==> src/rtl/norm_pack.sv <==
// norm_pack: renormalize, round and pack an unpacked FP add/sub result into IEEE-754 binary32
//
// Ports:
//    clk, rst_n            clock (rising edge) and asynchronous active-low reset
//    in_valid / in_ready   input handshake; in_ready is high only while idle
//    sign_in               result sign
//    exp_in[9:0]           biased exponent, two's complement (-512..511)
//    mant_in[24:0]         {carry, hidden, fraction[22:0]}
//    grs_in[2:0]           {guard, round, sticky}
//    out_valid / out_ready output handshake; result and flags held until accepted
//    result_o[31:0]        packed {sign, exp[7:0], frac[22:0]}
//    ovf_o                 overflow to infinity
//    unf_o                 result denormal or zero, and inexact
//    inexact_o             any of G/R/S set at rounding
//
// Configuration macro NORM_PACK_RNE_EN: defined selects round-to-nearest-even,
// undefined selects truncation.
module norm_pack (
   input  logic        clk,
   input  logic        rst_n,
   input  logic        in_valid,
   output logic        in_ready,
   input  logic        sign_in,
   input  logic [9:0]  exp_in,
   input  logic [24:0] mant_in,
   input  logic [2:0]  grs_in,
   output logic        out_valid,
   input  logic        out_ready,
   output logic [31:0] result_o,
   output logic        ovf_o,
   output logic        unf_o,
   output logic        inexact_o
);
   typedef enum logic [1:0] {IDLE, NORM, ROUND, DONE} state_t;
   state_t state_q, state_d;
   logic               sign_q, sign_d;
   // one extra bit so exponent increments near the top of the range cannot wrap
   logic signed [10:0] exp_q, exp_d;
   logic [24:0]        mant_q, mant_d;
   logic               g_q, g_d, r_q, r_d, s_q, s_d;
   logic [31:0]        res_q, res_d;
   logic               ovf_q, ovf_d, unf_q, unf_d, inx_q, inx_d;
   logic               shift_r, shift_l, far, inc, big, inx_w;
   logic [24:0]        sum;
   logic [23:0]        m_r;
   logic signed [10:0] e_r;

   assign shift_r = mant_q[24] | (exp_q < 11'sd1);
   assign shift_l = !mant_q[23] && (exp_q > 11'sd1) && (mant_q != 25'd0);
   assign far     = $signed(exp_in) < -10'sd24;
`ifdef NORM_PACK_RNE_EN
   assign inc = g_q & (r_q | s_q | mant_q[0]);
`else
   assign inc = 1'b0;
`endif
   // a round-up carry into bit 24 renormalizes in the same cycle; a denormal
   // rounding into bit 23 already sits at exp=1 and so becomes normal for free
   assign sum   = {1'b0, mant_q[23:0]} + {24'd0, inc};
   assign m_r   = sum[24] ? sum[24:1] : sum[23:0];
   assign e_r   = sum[24] ? exp_q + 11'sd1 : exp_q;
   assign big   = e_r >= 11'sd255;
   assign inx_w = g_q | r_q | s_q;

   always_ff @(posedge clk or negedge rst_n) begin
      if (!rst_n) begin
         state_q <= IDLE;
         sign_q  <= 1'b0;
         exp_q   <= '0;
         mant_q  <= '0;
         g_q     <= 1'b0;
         r_q     <= 1'b0;
         s_q     <= 1'b0;
         res_q   <= '0;
         ovf_q   <= 1'b0;
         unf_q   <= 1'b0;
         inx_q   <= 1'b0;
      end else begin
         state_q <= state_d;
         sign_q  <= sign_d;
         exp_q   <= exp_d;
         mant_q  <= mant_d;
         g_q     <= g_d;
         r_q     <= r_d;
         s_q     <= s_d;
         res_q   <= res_d;
         ovf_q   <= ovf_d;
         unf_q   <= unf_d;
         inx_q   <= inx_d;
      end
   end

   always_comb begin
      state_d = state_q;
      case (state_q)
         IDLE:  state_d = in_valid ? NORM : IDLE;
         NORM:  state_d = (shift_r | shift_l) ? NORM : ROUND;
         ROUND: state_d = DONE;
         DONE:  state_d = out_ready ? IDLE : DONE;
      endcase
   end

   always_comb begin
      in_ready  = state_q == IDLE;
      out_valid = state_q == DONE;
      result_o  = res_q;
      ovf_o     = ovf_q;
      unf_o     = unf_q;
      inexact_o = inx_q;
   end

   always_comb begin
      sign_d = sign_q;
      exp_d  = exp_q;
      mant_d = mant_q;
      g_d    = g_q;
      r_d    = r_q;
      s_d    = s_q;
      res_d  = res_q;
      ovf_d  = ovf_q;
      unf_d  = unf_q;
      inx_d  = inx_q;
      if (state_q == IDLE && in_valid) begin
         // far-underflow inputs collapse to a sticky-only zero; the exponent is
         // clamped so the right-shift walk to exp=1 stays within 25 steps
         sign_d = sign_in;
         exp_d  = far ? -11'sd24 : {exp_in[9], exp_in};
         mant_d = far ? 25'd0 : mant_in;
         g_d    = !far & grs_in[2];
         r_d    = !far & grs_in[1];
         s_d    = far | grs_in[0];
      end else if (state_q == NORM && shift_r) begin
         mant_d = mant_q >> 1;
         exp_d  = exp_q + 11'sd1;
         g_d    = mant_q[0];
         r_d    = g_q;
         s_d    = r_q | s_q;
      end else if (state_q == NORM && shift_l) begin
         mant_d = {mant_q[23:0], g_q};
         exp_d  = exp_q - 11'sd1;
         g_d    = r_q;
         r_d    = s_q;
      end else if (state_q == ROUND) begin
         res_d = big ? {sign_q, 8'hFF, 23'd0}
                     : {sign_q, m_r[23] ? e_r[7:0] : 8'd0, m_r[22:0]};
         ovf_d = big;
         inx_d = inx_w;
         unf_d = !big && !m_r[23] && inx_w;
      end
   end
endmodule

==> config.mk <==
export PLATFORM = sky130hd
export DESIGN_NAME = norm_pack
export DESIGN_NICKNAME = d
export VERILOG_FILES = /design/src/rtl/norm_pack.sv
export SDC_FILE = /design/constraint.sdc
export NUM_CORES = 1
export LEC_CHECK = 0
export ABC_CLOCK_PERIOD_IN_PS = 4400
export CAP_MARGIN = 10
export CORE_MARGIN = 2
export CORE_UTILIZATION = 57
export CTS_BUF_LIST = sky130_fd_sc_hd__clkbuf_16
export DETAILED_ROUTE_END_ITERATION = 8
export HOLD_SLACK_MARGIN = 0.02
export PLACE_DENSITY = 0.86
export SYNTH_ARGS = -nofsm -noshare
export SYNTH_HDL_FRONTEND = slang
export SYNTH_SLANG_ARGS = --single-unit
==> constraint.sdc <==
create_clock -name clk -period 4.4 [get_ports clk]
set_input_delay 0.88 -clock clk [delete_from_list [all_inputs] [get_ports clk]]
set_output_delay 0.88 -clock clk [all_outputs]
set_load 0.01 [all_outputs]
==> results of run 1 <==
[power by group]
| group | total (mW) | switching [mW] | internal [mW] |
|---|---|---|---|
| clock network | 0.734 | 0.297 | 0.437 |
| registers | 1.40 | 0.378 | 1.02 |
| logic | 2.06 | 1.18 | 0.886 |
[state kept, by name, indices dropped and copies added, names as in the netlist]
| name | cells |
|---|---|
| result_o | 32 |
| mant_q | 25 |
| exp_q | 11 |
| state_q | 2 |
| g_q | 1 |
| inexact_o | 1 |
| ovf_o | 1 |
| r_q | 1 |
| s_q | 1 |
| sign_q | 1 |
| unf_o | 1 |
[cells in the final DEF, fill, tap and decap left out, types with 5 or more instances in the layout]
cell type,netlist,routed
nand4_1,6,6
nor3_1,19,19
clkbuf_16,0,9
inv_1,9,11
a211oi_1,28,28
nand3_1,37,37
and3_1,32,32
clkdlybuf4s50_1,0,78
nand2_1,29,29
a21oi_1,43,43
o31ai_1,26,26
nor4_1,6,6
a31oi_1,5,5
dfrtp_1,77,77
buf_4,1,10
o21ai_0,6,6
a22o_1,23,23
nor2_1,24,22
[stage by stage]
step / power, mW / utilization [%] / std cells / area [µm²]
final: 4.193 / 71.91 / 642 / 5470
after CTS: 4.150 / 71.91 / 642 / 5470
after detailed placement: 3.395 / 68.06 / 626 / 5177
after global routing: 4.446 / 71.91 / 642 / 5470
after global placement: 3.335 / 68.06 / 626 / 5177
after floorplan: 2.662 / - / 488 / 4398
[final timing paths]
| path | from | end | slack [ns] |
|---|---|---|---|
| worst max-delay path | exp_q[7] | exp_q[3] | 1.36 |
| max in group asynchronous | rst_n | sign_q | 3.06 |
| worst max register to register | exp_q[7] | exp_q[3] | 1.36 |
| worst min-delay path | inexact_o | inexact_o | 0.48 |
| min in group asynchronous | rst_n | exp_q[8] | 0.68 |
| worst min register to register | inexact_o | inexact_o | 0.48 |
[critical path: stages, from the launching register on]
cell      delay, ns
dfrtp_1        0.46
nor3_4         0.42
a41o_1         0.58
nand2_1        0.76
a311oi_1       0.52
o32ai_1        0.15
[per-layer routing]
layer,track usage (%),vias up
met2,45.71,306
met4,11.57,0
met3,4.930,29
met1,48.38,2118
met5,0,-
li1,-,1960
[cell type report]
class | instances | area share (%)
flip-flops and latches | 77 | 35.22
repair buffers | 88 | 15.65
well taps | 102 | 2.333
clock buffers | 9 | 4.117
multi-input cells | 349 | 40.76
inverters | 10 | 0.6862
clock inverters | 7 | 1.235
[kinds of logic (layout without fill, tap and decap cells)]
kind of cell / Yosys count / count (layout) / share of synthesized area, %
adders and majority gates: 4 / 4 / 1.138
buffers and inverters: 62 / 114 / 5.661
AOI/OAI and AO/OA: 168 / 168 / 28.02
DFF: 77 / 77 / 43.81
and+or+nand+nor: 177 / 177 / 21.37
==> flow_metrics.tcl, run 1 <==
set metrics [dict create \
    status "finished clean" \
    grt_max_degree 78 \
    io_pins 80 \
    ys_ff_latch 77 \
    dr.pass1.iters 5 \
    drc 0 \
    ys_warn_count 0 \
    power.density_nw_per_um2 766.6 \
    die_h_um 91.84 \
    start_util_pct 57.81 \
    netlist_instances 488 \
    drv_slew 0 \
    async_flop_share_pct 100.0 \
    cts_resized 0 \
    max-slew-margin-rel_pct 15.90 \
    synth.most_common_cell "dfrtp_1" \
    drt-met1-wl_um 5518 \
    arrival_ns 3.24 \
    dr_wl_met3_um 1264 \
    synth_area_um2 4398 \
    end_kind "flop" \
    grt_remaining_overflow 0 \
    cts.sinks 77 \
    layout_min_cycle_time_ns 3.038 \
    max_freq_mhz 329.2 \
    antenna_cells 0 \
    cts-root-buf "clkbuf_16" \
    die-area_um2 8435 \
    drt_iter0_drc 469 \
    htree_levels 3 \
    finalWirelength_um 13040 \
    dp.final_hpwl_um 8378 \
    leakage_nw 2.300 \
    ys.flop_type "dfrtp_1" \
    vias 4413 \
    clock_latency_ns 0.34 \
    syn_to_final_growth_pct 24.38 \
    drv_cap 0 \
    syn-num-nets 535 \
    worstHoldPathCells 2 \
    skew_ns 0.007012 \
    antenna_found_initial 0 \
    postCtsSetupRepairBufs 0 \
    fin_ws_ns 1.362 \
    timing.hold.ws_ns 0.4774 \
    worst-setup-path-type "flop to flop" \
    pre_cts_slack_ns 1.238 \
    rr_worst_depth 5 \
    hp-class "flop to flop" \
    critPathMaxFanout 30 \
    hold_viol 0 \
    drtAntennaViolNets 0 \
    period_share_pct 69.04 \
    cts_tree "done" \
    core_um2 7607 \
    synth_common_cells "77 x dfrtp_1, 44 x clkbuf_1, 43 x a21oi_1" \
    portBuffers 79 \
    top_layer "met4" \
    drt-wirelength-per-cell_um 20.31 \
    gp_congestion 0.9928 \
    synth_cell_type_count 62 \
    worst_pin_slew_ns 1.261 \
    regArea_um2 1927 \
    clkTransAtPathRegs_ns 0.06 \
    fin_nets 582 \
    ir_worst_vdd_uv 386.0 \
    rsz0062_at_grt "false" \
    multi_input_area_um2 2230 \
    worstPathRequired_ns 4.60 \
    yosys.area.top_type "dfrtp_1" \
    hold_buffers 0 \
    avgSynthCellArea_um2 9.012 \
    rows 32 \
    die_w_um 91.84 \
    avgViaCountPerCell 6.874 \
    synth_top_area_share_pct 43.81 \
    finalSetupViolCount 0 \
    synth-edff-count 0 \
    tns_ns 0 \
    synth-seq-area-share_pct 43.81 \
    synthTopCellsByArea "dfrtp_1 44%, a21oi_1 4.9%, a211oi_1 4.8%" \
    cts_inserted_buffers 9 \
    fillers 599 \
    drive_gt1_share_pct 7.222 \
    track_usage_pct 31.70 \
    grt_pass1_vias 4131 \
    grt_pass1_wl_um 21250 \
    clk_path_buf_depth 2 \
    wl_met2_um 6013 \
    start_kind "flop" \
]
No activity file was read; power rests on OpenSTA's default activity.
==> inputs of run 2 (changes only) <==
==> config.mk (replaced) <==
export PLATFORM = sky130hd
export DESIGN_NAME = norm_pack
export DESIGN_NICKNAME = d
export VERILOG_FILES = /design/src/rtl/norm_pack.sv
export SDC_FILE = /design/constraint.sdc
export NUM_CORES = 1
export LEC_CHECK = 0
export ABC_CLOCK_PERIOD_IN_PS = 3040
export CAP_MARGIN = 10
export CORE_MARGIN = 2
export CORE_UTILIZATION = 53
export CTS_BUF_LIST = sky130_fd_sc_hd__clkbuf_16
export DETAILED_ROUTE_END_ITERATION = 8
export HOLD_SLACK_MARGIN = 0.02
export PLACE_DENSITY = 0.81
export SYNTH_ARGS = -nofsm -noshare
export SYNTH_HDL_FRONTEND = slang
export SYNTH_SLANG_ARGS = --single-unit
==> constraint.sdc (replaced) <==
create_clock -name clk -period 3.04 [get_ports clk]
set_input_delay 0.608 -clock clk [delete_from_list [all_inputs] [get_ports clk]]
set_output_delay 0.608 -clock clk [all_outputs]
set_load 0.01 [all_outputs]
==> run 2 against run 1 <==
Sequential power grew 42%. Highest routed layer unchanged. Wire length grew 8.8%. Via count grew 2.2%. Largest cell class unchanged. Critical path type unchanged. Setup slack lost 0.96 ns. Total power grew 55%.
==> flow_metrics.tcl, run 2 (synthesis gave the netlist of run 1 again) <==
set metrics [dict create \
    drv_slew 0 \
    worstSetupStartpoint "exp_q[10]" \
    htree_levels 3 \
    critPathMaxFanout 15 \
    drtAntennaViolNets 0 \
    fillers 649 \
    track_usage_pct 32.19 \
    wl_met2_um 6601 \
    worst_pin_slew_ns 1.010 \
    grt_pass1_wl_um 22640 \
    design_area_um2 5682 \
    hp-class "input pin to async pin" \
    endpoint "exp_q[7]" \
    start_kind "flop" \
    critPathTopFamily "compound AO/OA/AOI/OAI gates" \
    worst-setup-path-type "flop to flop" \
    drt-met1-wl_um 6110 \
    regToRegStartpoint "exp_q[10]" \
    vias 4508 \
    cts_tree "done" \
    cts_resized 0 \
    crit_buf_inv 1 \
    start_util_pct 54.07 \
    dp.final_hpwl_um 9308 \
    antenna_cells 0 \
    drt_iter0_drc 463 \
    multi_input_area_um2 2230 \
    fin_ws_ns 0.4058 \
    clock_latency_ns 0.34 \
    hold_viol 0 \
    clk_path_buf_depth 2 \
    rows 33 \
    finalWirelength_um 14190 \
    cts_inserted_buffers 9 \
    cp.depth 6 \
    regArea_um2 1927 \
    hold_buffers 0 \
    grt_pass1_vias 4297 \
    regToRegSetupSlack_ns 0.41 \
    ir_worst_vdd_uv 481.3 \
    leakage_nw 2.415 \
    place_area_um2 5344 \
    gp_congestion 0.9817 \
    drv_cap 0 \
    die_h_um 95.10 \
    max_stage_delay_ns 0.58 \
    rr_worst_depth 6 \
    cts.sinks 77 \
    slowest_stage "a21oi_2" \
    core_um2 8134 \
    drive_gt1_share_pct 10.87 \
    dr_wl_met3_um 1267 \
    r2r_end "exp_q[7]" \
    clkTransAtPathRegs_ns 0.07 \
    mostFrequentLayoutCell "clkdlybuf4s50_1" \
    final-instance-count-excl-fill 666 \
    arrival_ns 2.89 \
    skew_ns 0.009511 \
    postCtsSetupRepairBufs 0 \
    timing.hold.ws_ns 0.4220 \
    end_kind "flop" \
    grt_max_degree 78 \
    power.density_nw_per_um2 1142 \
    place_inst 649 \
    portBuffers 79 \
    largest_register_ffs 32 \
    grt_remaining_overflow 0 \
    worstPathRequired_ns 3.30 \
    rsz0062_at_grt "false" \
    layout_min_cycle_time_ns 2.634 \
    antenna_found_initial 0 \
    syn_to_final_growth_pct 29.19 \
    fin_nets 603 \
    die_w_um 95.10 \
    top_layer "met4" \
    status "finished clean" \
    tns_ns 0 \
    pre_cts_slack_ns 0.1634 \
    finalSetupViolCount 0 \
    max-slew-margin-rel_pct 32.68 \
    avgViaCountPerCell 6.769 \
    drt-wirelength-per-cell_um 21.30 \
    max_freq_mhz 379.6 \
    most-common-layout-cells "78 x clkdlybuf4s50_1, 77 x dfrtp_1, 43 x a21oi_1, 37 x nand3_1, 32 x and3_1" \
    period_share_pct 86.65 \
    die-area_um2 9043 \
    dr.pass1.iters 5 \
    io_pins 80 \
    drc 0 \
    cts-root-buf "clkbuf_16" \
    path_cells "or2_0 > a41o_1 > a21oi_2 > buf_4 > a22oi_1 > nor3_1" \
]
[run 2: changes by cell type in the layout (fill, tap and decap cells not counted), sizes merged]
cell	before	now
buf	10	31
bufinv	1	2
clkinv	2	1
[run 2: worst min-delay path by stage]
stage / from / end / slack (ns)
2_1_floorplan: rst_n / exp_q[0] / 0.31
3_3_place_gp: result_o[31] / result_o[31] / 0.46
3_5_place_dp: unf_o / unf_o / 0.46
4_1_cts: rst_n / exp_q[7] / 0.48
5_1_grt: rst_n / exp_q[7] / 0.50
6_report: rst_n / exp_q[7] / 0.42
[run 2: metrics by stage]
step                power, mW  utilization (%)
finish                  6.488            69.85
CTS                     6.386            69.67
floorplan               3.853                -
global placement        5.113            65.70
global route            6.868            69.85
detailed placement      5.188            65.70
[run 2: area by class of cell]
cell class | count | area share (%)
well taps | 105 | 2.312
clock inverters | 7 | 1.718
multi-input cells | 349 | 39.24
clock buffers | 9 | 3.964
flip-flops and latches | 77 | 33.91
repair buffers | 109 | 18.19
inverters | 10 | 0.6606
[run 2: metal layers]
metal	vias up	track usage [%]
li1	2008	-
met1	2203	46.70
met2	275	50.00
met3	22	4.743
met4	0	9.783
met5	-	0
[run 2: power breakdown]
part | internal (mW) | switching [mW] | leakage (nW)
sequential | 1.47 | 0.512 | 0.968
combinational | 1.47 | 1.86 | 1.29
clock | 0.724 | 0.455 | 0.158
total | 3.66 | 2.82 | 2.42
==> inputs of run 3 (changes only) <==
--- a/config.mk
+++ b/config.mk
@@ -11,7 +11,6 @@
 export CORE_UTILIZATION = 53
 export CTS_BUF_LIST = sky130_fd_sc_hd__clkbuf_16
 export DETAILED_ROUTE_END_ITERATION = 8
-export HOLD_SLACK_MARGIN = 0.02
 export PLACE_DENSITY = 0.81
 export SYNTH_ARGS = -nofsm -noshare
 export SYNTH_HDL_FRONTEND = slang
==> results of run 3 <==
The final DEF is identical to that of run 2; final timing and power are the same.
